--- config.mk ---
export PLATFORM = sky130hd
export DESIGN_NAME = chip_pack_flat
export DESIGN_NICKNAME = d
export VERILOG_FILES = /design/src/rtl/chip_pack_if.sv /design/src/rtl/chip_pack.sv /design/src/flat_wrapper.sv
export SDC_FILE = /design/constraint.sdc
export NUM_CORES = 1
export LEC_CHECK = 0
export ABC_AREA = 0
export CORE_MARGIN = 5
export CORE_UTILIZATION = 35
export DETAILED_ROUTE_END_ITERATION = 7
export GPL_TIMING_DRIVEN = 1
export SYNTH_ARGS = -nofsm -noshare
export SYNTH_HDL_FRONTEND = slang
export SYNTH_SLANG_ARGS = --single-unit
--- constraint.sdc ---
create_clock -name clk_sys -period 7.2 [get_ports clk_sys]
set_input_delay 1.44 -clock clk_sys [delete_from_list [all_inputs] [get_ports clk_sys]]
set_output_delay 1.44 -clock clk_sys [all_outputs]
set_load 0.005 [all_outputs]
--- src/rtl/chip_pack_if.sv ---
// rtl/chip_pack_if.sv - chip sample stream in, framed byte stream out
interface chip_pack_if;
  logic [15:0] chip_d;
  logic        chip_vld;
  logic [6:0]  chip_sel;
  logic [19:0] chip_len;
  logic        chip_rdy;
  logic [7:0]  pk_data;
  logic        pk_vld;
  logic        pk_ack;

  modport master (
    output chip_d, chip_vld, chip_sel, chip_len, pk_ack,
    input  chip_rdy, pk_data, pk_vld
  );

  modport slave (
    input  chip_d, chip_vld, chip_sel, chip_len, pk_ack,
    output chip_rdy, pk_data, pk_vld
  );
endinterface

--- src/rtl/chip_pack.sv ---
// rtl/chip_pack.sv - chip packetizer: sync/header/data/checksum framing with word FIFO
module chip_pack #(
  parameter int          FIFO_AW = 4,
  parameter logic [7:0]  SYNC0   = 8'hA5,
  parameter logic [7:0]  SYNC1   = 8'h5A,
  parameter logic [15:0] FILL    = 16'h8000
) (
  input  logic        clk_sys,
  input  logic        rst_n,
  chip_pack_if.slave  io,
  output logic        busy,
  output logic [7:0]  ovf_cnt,
  output logic [15:0] frame_cnt
);
  localparam int DEPTH = 1 << FIFO_AW;
  localparam logic [FIFO_AW:0] FULL_CNT = (FIFO_AW + 1)'(DEPTH);

  typedef enum logic [2:0] {IDLE, HDR, DATA_H, DATA_L, CSUM} state_t;
  state_t state, state_n;

  logic [15:0]        mem [DEPTH];
  logic [FIFO_AW-1:0] wr_ptr, rd_ptr;
  logic [FIFO_AW:0]   count;

  logic [6:0]  sel_q;
  logic [19:0] len_q, in_cnt, out_cnt;
  logic [7:0]  csum, lo_q, data_q;
  logic [2:0]  idx;
  logic        csum_sent, vld_q, rdy_q;

  logic        slot, load, add_csum, pop, push, drop, start, sample_ok;
  logic        fifo_full, fifo_empty;
  logic [7:0]  load_byte;
  logic [15:0] src_word;

  assign io.pk_data  = data_q;
  assign io.pk_vld   = vld_q;
  assign io.chip_rdy = rdy_q;

  // input-side acceptance and FIFO push/drop decisions (full judged on pre-cycle occupancy)
  always_comb begin
    slot       = !vld_q || io.pk_ack;
    fifo_full  = (count == FULL_CNT);
    fifo_empty = (count == '0);
    start      = (state == IDLE) && io.chip_vld && rdy_q && (io.chip_len != '0);
    sample_ok  = (state != IDLE) && io.chip_vld && (in_cnt < len_q);
    push       = (start || sample_ok) && !fifo_full;
    drop       = sample_ok && fifo_full;
  end

  // next state and what to load into the output register this cycle
  always_comb begin
    state_n   = state;
    load      = 1'b0;
    load_byte = 8'h00;
    add_csum  = 1'b0;
    pop       = 1'b0;
    src_word  = FILL;
    case (state)
      IDLE: begin
        if (start) begin
          load      = 1'b1;
          load_byte = SYNC0;
          state_n   = HDR;
        end
      end
      HDR: begin
        if (slot) begin
          load     = 1'b1;
          add_csum = (idx >= 3'd2);
          case (idx)
            3'd1:    load_byte = SYNC1;
            3'd2:    load_byte = {1'b0, sel_q};
            3'd3:    load_byte = {4'h0, len_q[19:16]};
            3'd4:    load_byte = len_q[15:8];
            default: load_byte = len_q[7:0];
          endcase
          if (idx == 3'd5) state_n = DATA_H;
        end
      end
      DATA_H: begin
        // filler only once every sample of the chip has been seen and the FIFO is drained
        if (slot && (!fifo_empty || in_cnt == len_q)) begin
          pop       = !fifo_empty;
          src_word  = fifo_empty ? FILL : mem[rd_ptr];
          load      = 1'b1;
          load_byte = src_word[15:8];
          add_csum  = 1'b1;
          state_n   = DATA_L;
        end
      end
      DATA_L: begin
        if (slot) begin
          load      = 1'b1;
          load_byte = lo_q;
          add_csum  = 1'b1;
          state_n   = (out_cnt + 20'd1 == len_q) ? CSUM : DATA_H;
        end
      end
      CSUM: begin
        if (!csum_sent) begin
          load      = slot;
          load_byte = csum;
        end else if (io.pk_ack) begin
          state_n = IDLE;
        end
      end
      default: state_n = IDLE;
    endcase
  end

  // state register
  always_ff @(posedge clk_sys) begin
    if (!rst_n) state <= IDLE;
    else        state <= state_n;
  end

  // FIFO storage; contents need no reset since pointers define validity
  always_ff @(posedge clk_sys) begin
    if (push) mem[wr_ptr] <= io.chip_d;
  end

  // FIFO pointers and occupancy
  always_ff @(posedge clk_sys) begin
    if (!rst_n) begin
      wr_ptr <= '0;
      rd_ptr <= '0;
      count  <= '0;
    end else begin
      if (push) wr_ptr <= wr_ptr + 1'b1;
      if (pop)  rd_ptr <= rd_ptr + 1'b1;
      count <= count + {{FIFO_AW{1'b0}}, push} - {{FIFO_AW{1'b0}}, pop};
    end
  end

  // output register, frame bookkeeping and status counters
  always_ff @(posedge clk_sys) begin
    if (!rst_n) begin
      vld_q     <= 1'b0;
      data_q    <= 8'h00;
      rdy_q     <= 1'b0;
      busy      <= 1'b0;
      ovf_cnt   <= 8'h00;
      frame_cnt <= 16'h0000;
      sel_q     <= '0;
      len_q     <= '0;
      in_cnt    <= '0;
      out_cnt   <= '0;
      csum      <= 8'h00;
      lo_q      <= 8'h00;
      idx       <= 3'd0;
      csum_sent <= 1'b0;
    end else begin
      rdy_q <= (state_n == IDLE);
      busy  <= (state_n != IDLE);
      if (load) begin
        vld_q  <= 1'b1;
        data_q <= load_byte;
      end else if (io.pk_ack) begin
        vld_q <= 1'b0;
      end
      if (start) begin
        sel_q     <= io.chip_sel;
        len_q     <= io.chip_len;
        in_cnt    <= 20'd1;
        out_cnt   <= '0;
        csum      <= 8'h00;
        idx       <= 3'd1;
        csum_sent <= 1'b0;
      end else begin
        if (sample_ok)                 in_cnt    <= in_cnt + 20'd1;
        if (add_csum)                  csum      <= csum + load_byte;
        if (state == HDR && load)      idx       <= idx + 3'd1;
        if (state == DATA_H && load)   lo_q      <= src_word[7:0];
        if (state == DATA_L && load)   out_cnt   <= out_cnt + 20'd1;
        if (state == CSUM && load)     csum_sent <= 1'b1;
        if (drop && ovf_cnt != 8'hFF)  ovf_cnt   <= ovf_cnt + 8'd1;
        if (state == CSUM && csum_sent && io.pk_ack) frame_cnt <= frame_cnt + 16'd1;
      end
    end
  end
endmodule

--- src/flat_wrapper.sv ---
// flat-port wrapper written by rule: the top's interface ports become plain ports
module chip_pack_flat 
#(
  parameter int          FIFO_AW = 4,
  parameter logic [7:0]  SYNC0   = 8'hA5,
  parameter logic [7:0]  SYNC1   = 8'h5A,
  parameter logic [15:0] FILL    = 16'h8000
)
  (clk_sys, rst_n, busy, ovf_cnt, frame_cnt, io_chip_d, io_chip_vld, io_chip_sel, io_chip_len, io_pk_ack, io_chip_rdy, io_pk_data, io_pk_vld);
  chip_pack_if io_i ();
  input  logic clk_sys;
  input  logic rst_n;
  output logic busy;
  output logic [7:0] ovf_cnt;
  output logic [15:0] frame_cnt;
  input wire logic [$bits(io_i.chip_d)-1:0] io_chip_d;
  input wire logic [$bits(io_i.chip_vld)-1:0] io_chip_vld;
  input wire logic [$bits(io_i.chip_sel)-1:0] io_chip_sel;
  input wire logic [$bits(io_i.chip_len)-1:0] io_chip_len;
  input wire logic [$bits(io_i.pk_ack)-1:0] io_pk_ack;
  output wire logic [$bits(io_i.chip_rdy)-1:0] io_chip_rdy;
  output wire logic [$bits(io_i.pk_data)-1:0] io_pk_data;
  output wire logic [$bits(io_i.pk_vld)-1:0] io_pk_vld;
  assign io_i.chip_d = io_chip_d;
  assign io_i.chip_vld = io_chip_vld;
  assign io_i.chip_sel = io_chip_sel;
  assign io_i.chip_len = io_chip_len;
  assign io_i.pk_ack = io_pk_ack;
  assign io_chip_rdy = io_i.chip_rdy;
  assign io_pk_data = io_i.pk_data;
  assign io_pk_vld = io_i.pk_vld;
  chip_pack #(.FIFO_AW(FIFO_AW), .SYNC0(SYNC0), .SYNC1(SYNC1), .FILL(FILL)) u_core (.clk_sys(clk_sys), .rst_n(rst_n), .io(io_i), .busy(busy), .ovf_cnt(ovf_cnt), .frame_cnt(frame_cnt));
endmodule
After elaboration in Yosys (flattened, before gate mapping)
Memories as Yosys holds them, arrays and structs flattened. A register that Yosys moved wholly into a read port is not among the register bits. Cells that the tools add are included. W data, S select, Z words.

Input port bits: 47. Memories kept: 1. Memory bits (writable): 256. Output and inout port bits: 35. Logic and storage cells: 121. Flip-flop bits (word level): 138.

Mux-type cells: 38. Order comparisons: 2. Eq/ne operators: 13. Add/sub/neg operators: 10. Reduce and logical (&&, ||, !) cells: 35. Bitwise operators: 2.

Memory list: u_core.mem (depth 16, bits a word 16, read ports 1, clocked after Yosys merged registers in 1, wr ports 1, RTL line chip_pack.sv:21) `logic [15:0] mem [DEPTH];`.

Operator list (count): $mux W8 (7); $add A20 B1 Y20 const B (2); $eq A20 B20 Y1 (2); $pmux W8 S5 (1); $pmux W8 S4 (1); $mux W3 (8); $lt A20 B20 Y1 (1); $reduce_bool A20 Y1 (1); $add A16 B1 Y16 const B (1); $mux W16 (1); $logic_and A1 B1 Y1 (15); $mux W1 (15); $pmux W3 S5 (1); $eq A3 B2 Y1 const B (4); $eq A3 B3 Y1 const B (3); $add A4 B1 Y4 const B (2); $add A8 B1 Y8 const B (1); $add A8 B8 Y8 (1); $mux W4 (2); $ne A8 B8 Y1 const B (1); $eq A3 B1 Y1 const B (2); $logic_not A3 Y1 (2); $reduce_and A2 Y1 (3); $reduce_bool A2 Y1 (3); 13 further kinds (20).

Depth between registers and ports, before layout
Gate-level depths: netlist of the first run.

Depth in word-level cells: 9. Depth in mapped cells: 18. Mapped depth without buffers: 17.

Least setup slack after synthesis of the first run
OpenSTA, ideal clock, no wires.

Path type: input -> register. Start: input io_pk_ack. End: register u_core.csum[7]. Stages: 15. Library setup time: 70 ps. Arrival time: 4310 ps. Data required time: 7130 ps. Path slack: 2820 ps. Buffers on the path: 3. Cell sequence: nand2b_1 -> clkbuf_1 -> and3_1 -> clkbuf_1 -> clkbuf_1 -> a22o_1 -> a221o_1 -> ha_1 -> a21o_1 -> a21oi_1 -> o21ai_0 -> o41ai_1 -> xnor2_1 -> or3_1 -> a21oi_1.

Longest elaborated chain between the ends: 5. Elaborated cells between the ends (all ways): 11. Classes of those cells: 1 x add/sub; 8 x mux; 2 x reduce/logical.

Ends and longest elaborated chain: start: declaration (RTL line flat_wrapper.sv:20) `input wire logic [$bits(io_i.pk_ack)-1:0] io_pk_ack;`; $logic_or A1 B1 Y1 * (RTL line chip_pack.sv:42) `slot = !vld_q || io.pk_ack;`; $logic_and A1 B1 Y1 (RTL line chip_pack.sv:83) `if (slot && (!fifo_empty || in_cnt == len_q)) begin`; $mux W8 (RTL line chip_pack.sv:83); $pmux W8 S5 * (RTL line chip_pack.sv:59) `case (state)`; named net u_core.load_byte[1] (RTL line chip_pack.sv:33) `logic [7:0] load_byte;`; $add A8 B8 Y8 * (RTL line chip_pack.sv:172) `if (add_csum) csum <= csum + load_byte;`; end signal: assignment (RTL line chip_pack.sv:172); end: declaration (RTL line chip_pack.sv:27) `logic [7:0] csum, lo_q, data_q;`.

Mark *: on every way through the listed nets, which the timed path passes. The rest lies on a longest branch. A chain may end at the register's enable or synchronous reset.

Worst setup path after layout of the first run
Same ends and word-level chain as after synthesis.

==> impl_metrics.ini, run 1 <==
[grt]
grt_pass1_wl_um = 65200
met2_usage_pct = 26.3
globalRoute.totalOverflow = 0
grt_use_met1_pct = 20.5
grt-busiest-layer = met2
grt_use_met3_pct = 3.04
grt_pass1_vias = 11000
grt_antenna_before_repair = 1
grt_max_degree = 53
grt_usage_pct = 15.6

[setup_path]
start_kind = input port
rrSetupSlack_ns = 2.84
arrival_ns = 5.34
crit_slowest_cell = nand4_1
cpMostUsedCell = a21oi_1
path_class = in -> reg
path_cells = clkdlybuf4s50_1 > nand2b_1 > nand4_1 > inv_1 > a221o_1 > ha_1 > a21o_1 > a21oi_1 > o21ai_0 > o41ai_1 > xnor2_1 > or3_1 > a21oi_1
path_max_fanout = 14
cp-end-kind = flip-flop
cp_slowest_stage_delay_ns = 0.58
cp.required_ns = 7.71

[pwr]
p_leak_nw = 6.70
peakVddDrop_uv = 179
powerDensity_mw_per_mm2 = 246
p_total_mw = 5.01

[timing]
slew_viol_final = 0
final.setup.tns_ns = 0
period_minus_slack_ns = 4.83
clock_skew_ns = 0.0246
worst_slew_pin_slew_ns = 1.21
max-slew-margin-rel_pct = 19.1
setup_viol = 0
fmax_mhz = 207
grt_setup_unrepaired = false
final.period_utilization_pct = 67.1
hold_viol = 0
setup_slack_ns = 2.37

[synthesis]
synthMuxAreaShare_pct = 10.9
synth-compound-area-share_pct = 6.63
synth-seq-cells = 398
synth_top_family_by_area = simple AND/OR/NAND/NOR gates
synth_edf_count = 256
yosys.area_share.simple_pct = 11.3
ys_types = 58
async_flop_share_pct = 0
syn-num-nets = 1436
ys.flop_type = edfxtp_1
synth_xor_area_share_pct = 4.39
synth_fa_ha_area_share_pct = 3.62
synthesis.area_mm2 = 0.0174
syn_inst = 1340
ys_warn_count = 0
syn-mean-instance-area_um2 = 12.9
ys_seq_area_share_pct = 60.7

[floorplanning]
ios = 82
die_w_um = 233
fp-row-count = 81
die-area_mm2 = 0.0541
start_util_pct = 35.4
core_area_mm2 = 0.0490
die_h_um = 233

[placed_design]
port_buffers = 81
place_congestion = 0.825
dp_hpwl_um = 27000
dp_slack_ns = 1.75
place_inst = 2048

[detailed_routing]
drc = 0
route.vias.total = 11000
routed_wl_um = 42000
detail-route-antenna-nets = 0
drtIter0Drc = 875
via_per_inst = 5.16
drtPass1Iterations = 5
wire_per_inst_um = 19.8

[status]
outcome = completed

[layout]
drive_gt1_share_pct = 13.3
multi_input_area_mm2 = 0.00645
fin_nets = 1525
regArea_mm2 = 0.0105
instances_no_fill = 2126
area_growth_pct = 17.6
antenna_cells = 0
fill_cells = 4512

[clocking]
cts_setup_buffers = 0
cts_resized = 0
cts_inserted_buffers = 43
ctsLongestPathBuffers = 3
tritoncts = done
numClockSinks = 398
insertion_delay_ns = 0.58
root_buffer = clkbuf_16
path_clk_slew_ns = 0.06
htree_levels = 2
cts_hold_buffers = 0

[hold_path]
hold_path_class = reg -> reg

[job]
drv_cap = 0
state kept, by name, summed over array words and instances, names as in the netlist, 3 cells and up, named ones only:
register / flops
u_core.wr_ptr: 4
u_core.sel_q: 7
u_core.frame_cnt: 16
u_core.rd_ptr: 4
u_core.len_q: 20
u_core.csum: 8
u_core.io.pk_data: 8
u_core.lo_q: 8
u_core.ovf_cnt: 8
u_core.out_cnt: 20
u_core.idx: 3
u_core.count: 5
u_core.mem: 256
u_core.state: 3
u_core.in_cnt: 20
area by class of cell:
type | count | area share, %
Tap cell | 664 | 4.07
Multi-Input combinational cell | 835 | 31.6
Inverter | 38 | 0.699
Clock inverter | 22 | 1.15
Clock buffer | 56 | 5.71
Sequential cell | 398 | 51.6
Timing Repair Buffer | 113 | 5.15
Yosys cell counts, drive strengths merged (30+ instances only):
library cell    n  area share (%)
a21oi          70             2.0
clkbuf         52             1.1
dfxtp         142              16
edfxtp        256              44
ha             47             3.4
inv            38            0.82
mux4           71             9.2
nand2         117             2.5
nand3          36             1.0
nor2          127             2.8
xnor2          57             2.9
xor2           30             1.5
power breakdown:
part / switching, mW / internal (mW)
registers: 0.0307 / 2.47
clock network: 0.909 / 1.29
logic: 0.191 / 0.125
total: 1.13 / 3.88
final timing paths:
| kind | startpoint | end | cells after the start |
|---|---|---|---|
| worst max-delay path | io_pk_ack | u_core.csum[7] | 13 |
| worst min-delay path | u_core.sel_q[1] | u_core.sel_q[1] | 2 |
| worst max register to register | u_core.len_q[17] | u_core.mem[7][3] | 12 |
| worst min register to register | u_core.sel_q[1] | u_core.sel_q[1] | 2 |
cell usage in the layout, fill, tap and decap left out, drive strengths merged, types with 17 or more instances in the layout:
master         instances
buf                   32
o21ai                 28
nor4                  17
xor2                  30
ha                    47
inv                   41
nor3                  29
xnor2                 57
mux4                  71
dfxtp                142
clkbuf                56
mux2i                 29
clkdlybuf4s50         81
nor2                 127
edfxtp               256
nand3                 36
nand2                117
a21oi                 70
nand4                 22
a211oi                23
metrics by stage:
stage	hold slack, ns	utilization, %	area, µm²
after global routing	0.506	41.7	20400
final	0.472	41.7	20400
after global placement	0.456	38.8	19000
after detailed placement	0.463	38.8	19000
after floorplan	0.436	-	17400
after CTS	0.474	41.7	20400
routing by layer:
layer | vias to the layer above | share of wire [%]
met4 | 2 | 2.5
met5 | - | 0.026
met3 | 72 | 5.1
met1 | 5472 | 44
li1 | 5171 | -
met2 | 249 | 49
cells by family (layout without fill, tap and decap cells):
logic type,Yosys count,after routing
AO/OA/AOI/OAI,180,180
adder cells (fa/ha/maj),49,49
flip-flops,398,398
XOR/XNOR,87,87
buffers and inverters,107,229
AND/OR/NAND/NOR,419,419
multiplexers,100,100
worst max-delay path: cells and delay by family:
family                     cells  cell delay (ns)
xor gates and xnor gates       1             0.11
and+or+nand+nor                3             1.17
AOI/OAI and AO/OA              6             1.28
adders and majority gates      1             0.25
buffers and inverters          2             1.09
Note: power is estimated with default switching activity, not from simulation.
==> run 2: changes to the inputs <==
==> constraint.sdc (replaced) <==
create_clock -name clk_sys -period 4.22 [get_ports clk_sys]
set_input_delay 0.844 -clock clk_sys [delete_from_list [all_inputs] [get_ports clk_sys]]
set_output_delay 0.844 -clock clk_sys [all_outputs]
set_load 0.005 [all_outputs]
==> impl_metrics.ini, run 2 (same netlist as run 1, synthesis figures left out) <==
[setup_path]
cp-end-kind = flip-flop
cp_slowest_stage_delay_ns = 0.56
cp.required_ns = 4.72
path_cells = buf_4 > mux4_2 > mux4_2 > a221o_1 > ha_1 > nand2_1 > o21ai_0 > o41ai_1 > xnor2_1 > or3_1 > a21oi_1
cpMostUsedCell = mux4_2
crit_slowest_cell = mux4_2
start_kind = flip-flop
path_max_fanout = 12
rrSetupSlack_ns = 0.38
path_class = reg -> reg
arrival_ns = 4.34

[timing]
worst_slew_pin_slew_ns = 0.973
period_minus_slack_ns = 3.84
final.period_utilization_pct = 90.9
slew_viol_final = 0
fmax_mhz = 261
grt_setup_unrepaired = false
hold_viol = 0
setup_viol = 0
max-slew-margin-rel_pct = 34.8
final.setup.tns_ns = 0
clock_skew_ns = 0.0238

[grt]
grt_max_degree = 83
grt_pass1_vias = 11200
grt_pass1_wl_um = 66700
globalRoute.totalOverflow = 0
grt_antenna_before_repair = 0
grt_usage_pct = 15.9

[status]
outcome = completed

[clocking]
cts_resized = 0
root_buffer = clkbuf_16
numClockSinks = 398
cts_setup_buffers = 0
cts_inserted_buffers = 43
ctsLongestPathBuffers = 3
insertion_delay_ns = 0.58
path_clk_slew_ns = 0.06
htree_levels = 2
tritoncts = done
cts_hold_buffers = 0

[placed_design]
place_congestion = 0.880
dpl_cell_area_mm2 = 0.0193
port_buffers = 81
dp_hpwl_um = 28900

[pwr]
p_leak_nw = 6.92
peakVddDrop_uv = 357
powerDensity_mw_per_mm2 = 416

[layout]
regArea_mm2 = 0.0105
antenna_cells = 0
multi_input_area_mm2 = 0.00645
stdcell_area_mm2 = 0.0208
fill_cells = 4505
layout_common_cells = edfxtp_1, dfxtp_1, nand2_1
regMostFlops = u_core.mem
final_core_util_pct = 42.5
area_growth_pct = 19.8
drive_gt1_share_pct = 15.7
fin_nets = 1562
largest_reg_flops = 256
mostFrequentLayoutCell = edfxtp_1

[job]
drv_cap = 0

[detailed_routing]
via_per_inst = 5.15
drc = 0
detail-route-antenna-nets = 0
wire_per_inst_um = 19.9
drtPass1Iterations = 5
drtIter0Drc = 665
routed_wl_um = 43100
route.vias.total = 11200

[floorplanning]
die_w_um = 233
core_area_mm2 = 0.0490
ios = 82
die_h_um = 233
fp-row-count = 81
start_util_pct = 35.4
die-area_mm2 = 0.0541

[hold_path]
hold_path_class = reg -> reg
==> run 2: changes by cell type in the layout (fill, tap and decap cells not counted), sizes merged <==
cell | before | now
buf | 32 | 69
clkinvlp | 0 | 1
==> run 2: metrics by stage <==
step / worst slack [ns] / total power, mW / instances / hold WS [ns]
after CTS: 0.328 / 8.76 / 2164 / 0.468
after detailed placement: -0.177 / 4.92 / 2085 / 0.457
after global placement: -0.135 / 4.91 / 2085 / 0.454
after floorplan: 0.407 / 4.65 / 1340 / 0.436
final: 0.383 / 8.66 / 2164 / 0.465
after global routing: 0.153 / 8.98 / 2164 / 0.494
==> run 2: worst paths after layout <==
path | start | end | cells past startpoint
worst min-delay path | u_core.sel_q[6] | u_core.sel_q[6] | 2
worst max-delay path | flip-flop | u_core.csum[7] | 11
worst min register to register | u_core.sel_q[6] | u_core.sel_q[6] | 2
worst max register to register | flip-flop | u_core.csum[7] | 11
==> run 2: routing by layer <==
layer / routed length, µm / GRT usage (%)
met5: 0 / 0
met4: 1240 / 5.13
met3: 1940 / 2.68
met2: 21000 / 26.4
met1: 19000 / 21.2
==> run 2: where the power goes <==
group          switching (mW)  internal (mW)
sequential             0.0514           4.21
clock                    1.58           2.24
combinational           0.336          0.243
==> run 2: area by class of cell <==
cell class,instances,share of cell area (%)
multi-input cells,835,31.0
inverters,38,0.686
well taps,664,4.00
repair buffers,150,6.70
flip-flops and latches,398,50.7
clock buffers,56,5.67
clock inverters,23,1.23
==> run 2: critical path, delay by kind of cell, from the launching register on <==
family / cells / cell delay, ns
buffers and inverters: 1 / 0.29
DFF: 1 / 0.45
muxes: 2 / 1.11
adders and majority gates: 1 / 0.36
xor gates and xnor gates: 1 / 0.13
AOI/OAI and AO/OA: 4 / 1.01
and+or+nand+nor: 2 / 0.40
==> run 3: changes to the inputs <==
--- a/config.mk
+++ b/config.mk
@@ -10,6 +10,7 @@
 export CORE_UTILIZATION = 35
 export DETAILED_ROUTE_END_ITERATION = 7
 export GPL_TIMING_DRIVEN = 1
+export SLEW_MARGIN = 0
 export SYNTH_ARGS = -nofsm -noshare
 export SYNTH_HDL_FRONTEND = slang
 export SYNTH_SLANG_ARGS = --single-unit
==> results of run 3 <==
Final layout, timing and power as in run 2 (identical DEF).
==> edit (config.mk and constraints of run 2) <==
`FIFO_AW` is set to 4 in 2 places; all go to 5.
--- a/src/rtl/chip_pack.sv
+++ b/src/rtl/chip_pack.sv
@@ -1,5 +1,5 @@
 // rtl/chip_pack.sv - chip packetizer: sync/header/data/checksum framing with word FIFO
 module chip_pack #(
-  parameter int          FIFO_AW = 4,
+  parameter int          FIFO_AW = 5,
   parameter logic [7:0]  SYNC0   = 8'hA5,
   parameter logic [7:0]  SYNC1   = 8'h5A,
--- a/src/flat_wrapper.sv
+++ b/src/flat_wrapper.sv
@@ -2,5 +2,5 @@
 module chip_pack_flat 
 #(
-  parameter int          FIFO_AW = 4,
+  parameter int          FIFO_AW = 5,
   parameter logic [7:0]  SYNC0   = 8'hA5,
   parameter logic [7:0]  SYNC1   = 8'h5A,
Function: same outputs for any inputs over 4 cycles, from zero or initial values and one cycle with rst_n low; that may be too few to reach the edited logic, so the function may still have changed.
==> edit against run 2 <==
Worst setup slack got worse by 130 ps; final area up 58%; critical path depth increased by 5; clock power rose by 58%; maximum frequency is 3.3% lower; global-route usage fell by 0.48 points; sequential cell count rose by 260; wire length up 54%; power rose by 61%; synthesized area is 60% higher; die area increased by 57%; first-iteration DRC count is 120% higher.
==> edit: results <==
group,metric,value,unit
cts,clkLatencyLatePin,630,ps
place,dp.cells,2926,
cts,htree_num_levels,3,
power_and_ir_drop,totalPowerFinal,13.93,mW
min_path,min_from,"u_core.sel_q[2]$_SDFFE_PN0P_",
timing,clock_skew,58.15,ps
cells_and_area,largest_reg_flops,512,
synth,synth.top_cells.by_area,"edfxtp_1, mux4_2, dfxtp_1",
place,hpwl,43410,um
place,place_congestion,0.8589,
global_route,grt_max_degree,77,
min_path,hp-class,"flip-flop to flip-flop",
min_path,hold-path-cell-count,2,
cts,cts_made_buffers,70,
worst_setup_path,arrival,4510,ps
power_and_ir_drop,leakagePower,10.61,nW
min_path,whs_endpoint,"u_core.sel_q[2]$_SDFFE_PN0P_",
detailed_routing,drt-total-wl,66580,um
worst_setup_path,slowest_stage,"dfxtp_4",
synth,synth_seq_area_share,66.11,%
worst_setup_path,r2r_cells,16,
timing,fin_crit_sh,93.99,%
timing,hold_slack,485.6,ps
global_route,antenna_found_initial,3,
worst_setup_path,path_delay_family,"multiplexers",
power_and_ir_drop,intPower,10.80,mW
cells_and_area,fin_nets,2048,
synth,postSynth.asyncResetShare,0,%
synth,syn_inst,1768,
synth,synthTopCellsByCount,"edfxtp_1, mux4_2, dfxtp_1",
worst_setup_path,crit_fanout,17,
detailed_routing,drtIter0Drc,1467,
detailed_routing,post_drt_wl_per_cell,21.79,um
detailed_routing,vias_per_cell,5.211,
power_and_ir_drop,vdd_drop_max,315.2,uV
global_route,grt_pass1_vias,15936,
synth,syn_nets,1867,
run_status,status,"finished clean",
worst_setup_path,reg2reg_slack,250,ps
global_route,grt_first_pass_wirelength,100700,um
synth,ys_types,72,
global_route,grt.total_usage,15.38,%
synth,synth-edff-count,512,
cells_and_area,drive_above_1_share,20.70,%
power_and_ir_drop,clock_power,6.05,mW
power_and_ir_drop,seqPwrFrac,51.0,%
place,placed_area,0.03048,mm^2
timing,slew_headroom,21.17,%
-- edit: cell types whose count changed in the layout (fill, tap and decap cells not counted), sizes merged, moves of 19 or more --
cell    delta
a21boi    +36
mux4      +83
clkbuf    +33
and2      +32
buf       +43
a211oi    -19
a21oi     -31
edfxtp   +256
-- edit: metrics by stage --
stage | setup TNS (ps) | setup WS (ps)
final | 0 | 253.6
after global routing | -4.677 | -4.677
after CTS | 0 | 182.5
after detailed placement | 0 | 98.60
after global placement | 0 | 130.6
after floorplan | 0 | 314.3
-- edit: repair_timing --
action,CTS,global route
buffers inserted,0,1
resized for setup,0,5
setup endpoints to repair,0,2
-- edit: area by class of cell --
type,count,area [um^2]
clock buffer,89,1853
fill,7056,45940
inverter,42,157.7
multi-input combinational,985,8932
timing repair buffer,192,1789
clock inverter,39,441.7
tap,1050,1314
antenna,1,2.502
sequential,658,18310
-- edit: cell families after synthesis --
logic type / after synthesis / synth area share [%]
adders and majority gates: 52 / 2.405
xor gates and xnor gates: 89 / 2.816
buffers and inverters: 125 / 1.835
DFF: 658 / 66.11
and+or+nand+nor: 459 / 8.182
muxes: 188 / 13.78
AOI/OAI and AO/OA: 197 / 4.869
-- edit: worst max-delay path by stage --
| stage | from | endpoint | slack (ps) | cells past startpoint |
|---|---|---|---|---|
| 4_1_cts | u_core.idx[1]$_SDFFE_PP0P_ | u_core.csum[6]$_SDFFE_PP0P_ | 180 | 17 |
| 6_report | flip-flop | u_core.csum[7]$_SDFFE_PP0P_ | 250 | 16 |
| 3_5_place_dp | io_chip_len[14] | u_core.csum[7]$_SDFFE_PP0P_ | 100 | 15 |
| 5_1_grt | u_core.idx[0]$_SDFFE_PN0P_ | u_core.csum[7]$_SDFFE_PP0P_ | -5 | 19 |
| 2_1_floorplan | u_core.idx[0]$_SDFFE_PN0P_ | u_core.csum[7]$_SDFFE_PP0P_ | 310 | 18 |
| 3_3_place_gp | io_chip_len[14] | u_core.csum[7]$_SDFFE_PP0P_ | 130 | 15 |
-- edit: worst register-to-register path, stage by stage, from the launching register on --
cell       delay [ps]
dfxtp_4           550
buf_4             210
buf_4             130
mux4_2            310
mux4_2            540
mux2i_1           160
buf_4             170
o2111ai_1         170
ha_1              390
inv_1              70
o21ai_0           260
a21oi_2           110
o21bai_1          120
a21oi_1            90
xor2_1            150
or3_1             330
a21oi_1           140
-- edit: per-layer routing --
metal / wire [um] / GRT usage (%)
met1: 29240 / 21.51
met2: 31620 / 24.80
met3: 4363 / 3.410
met4: 1334 / 3.491
met5: 27 / 0
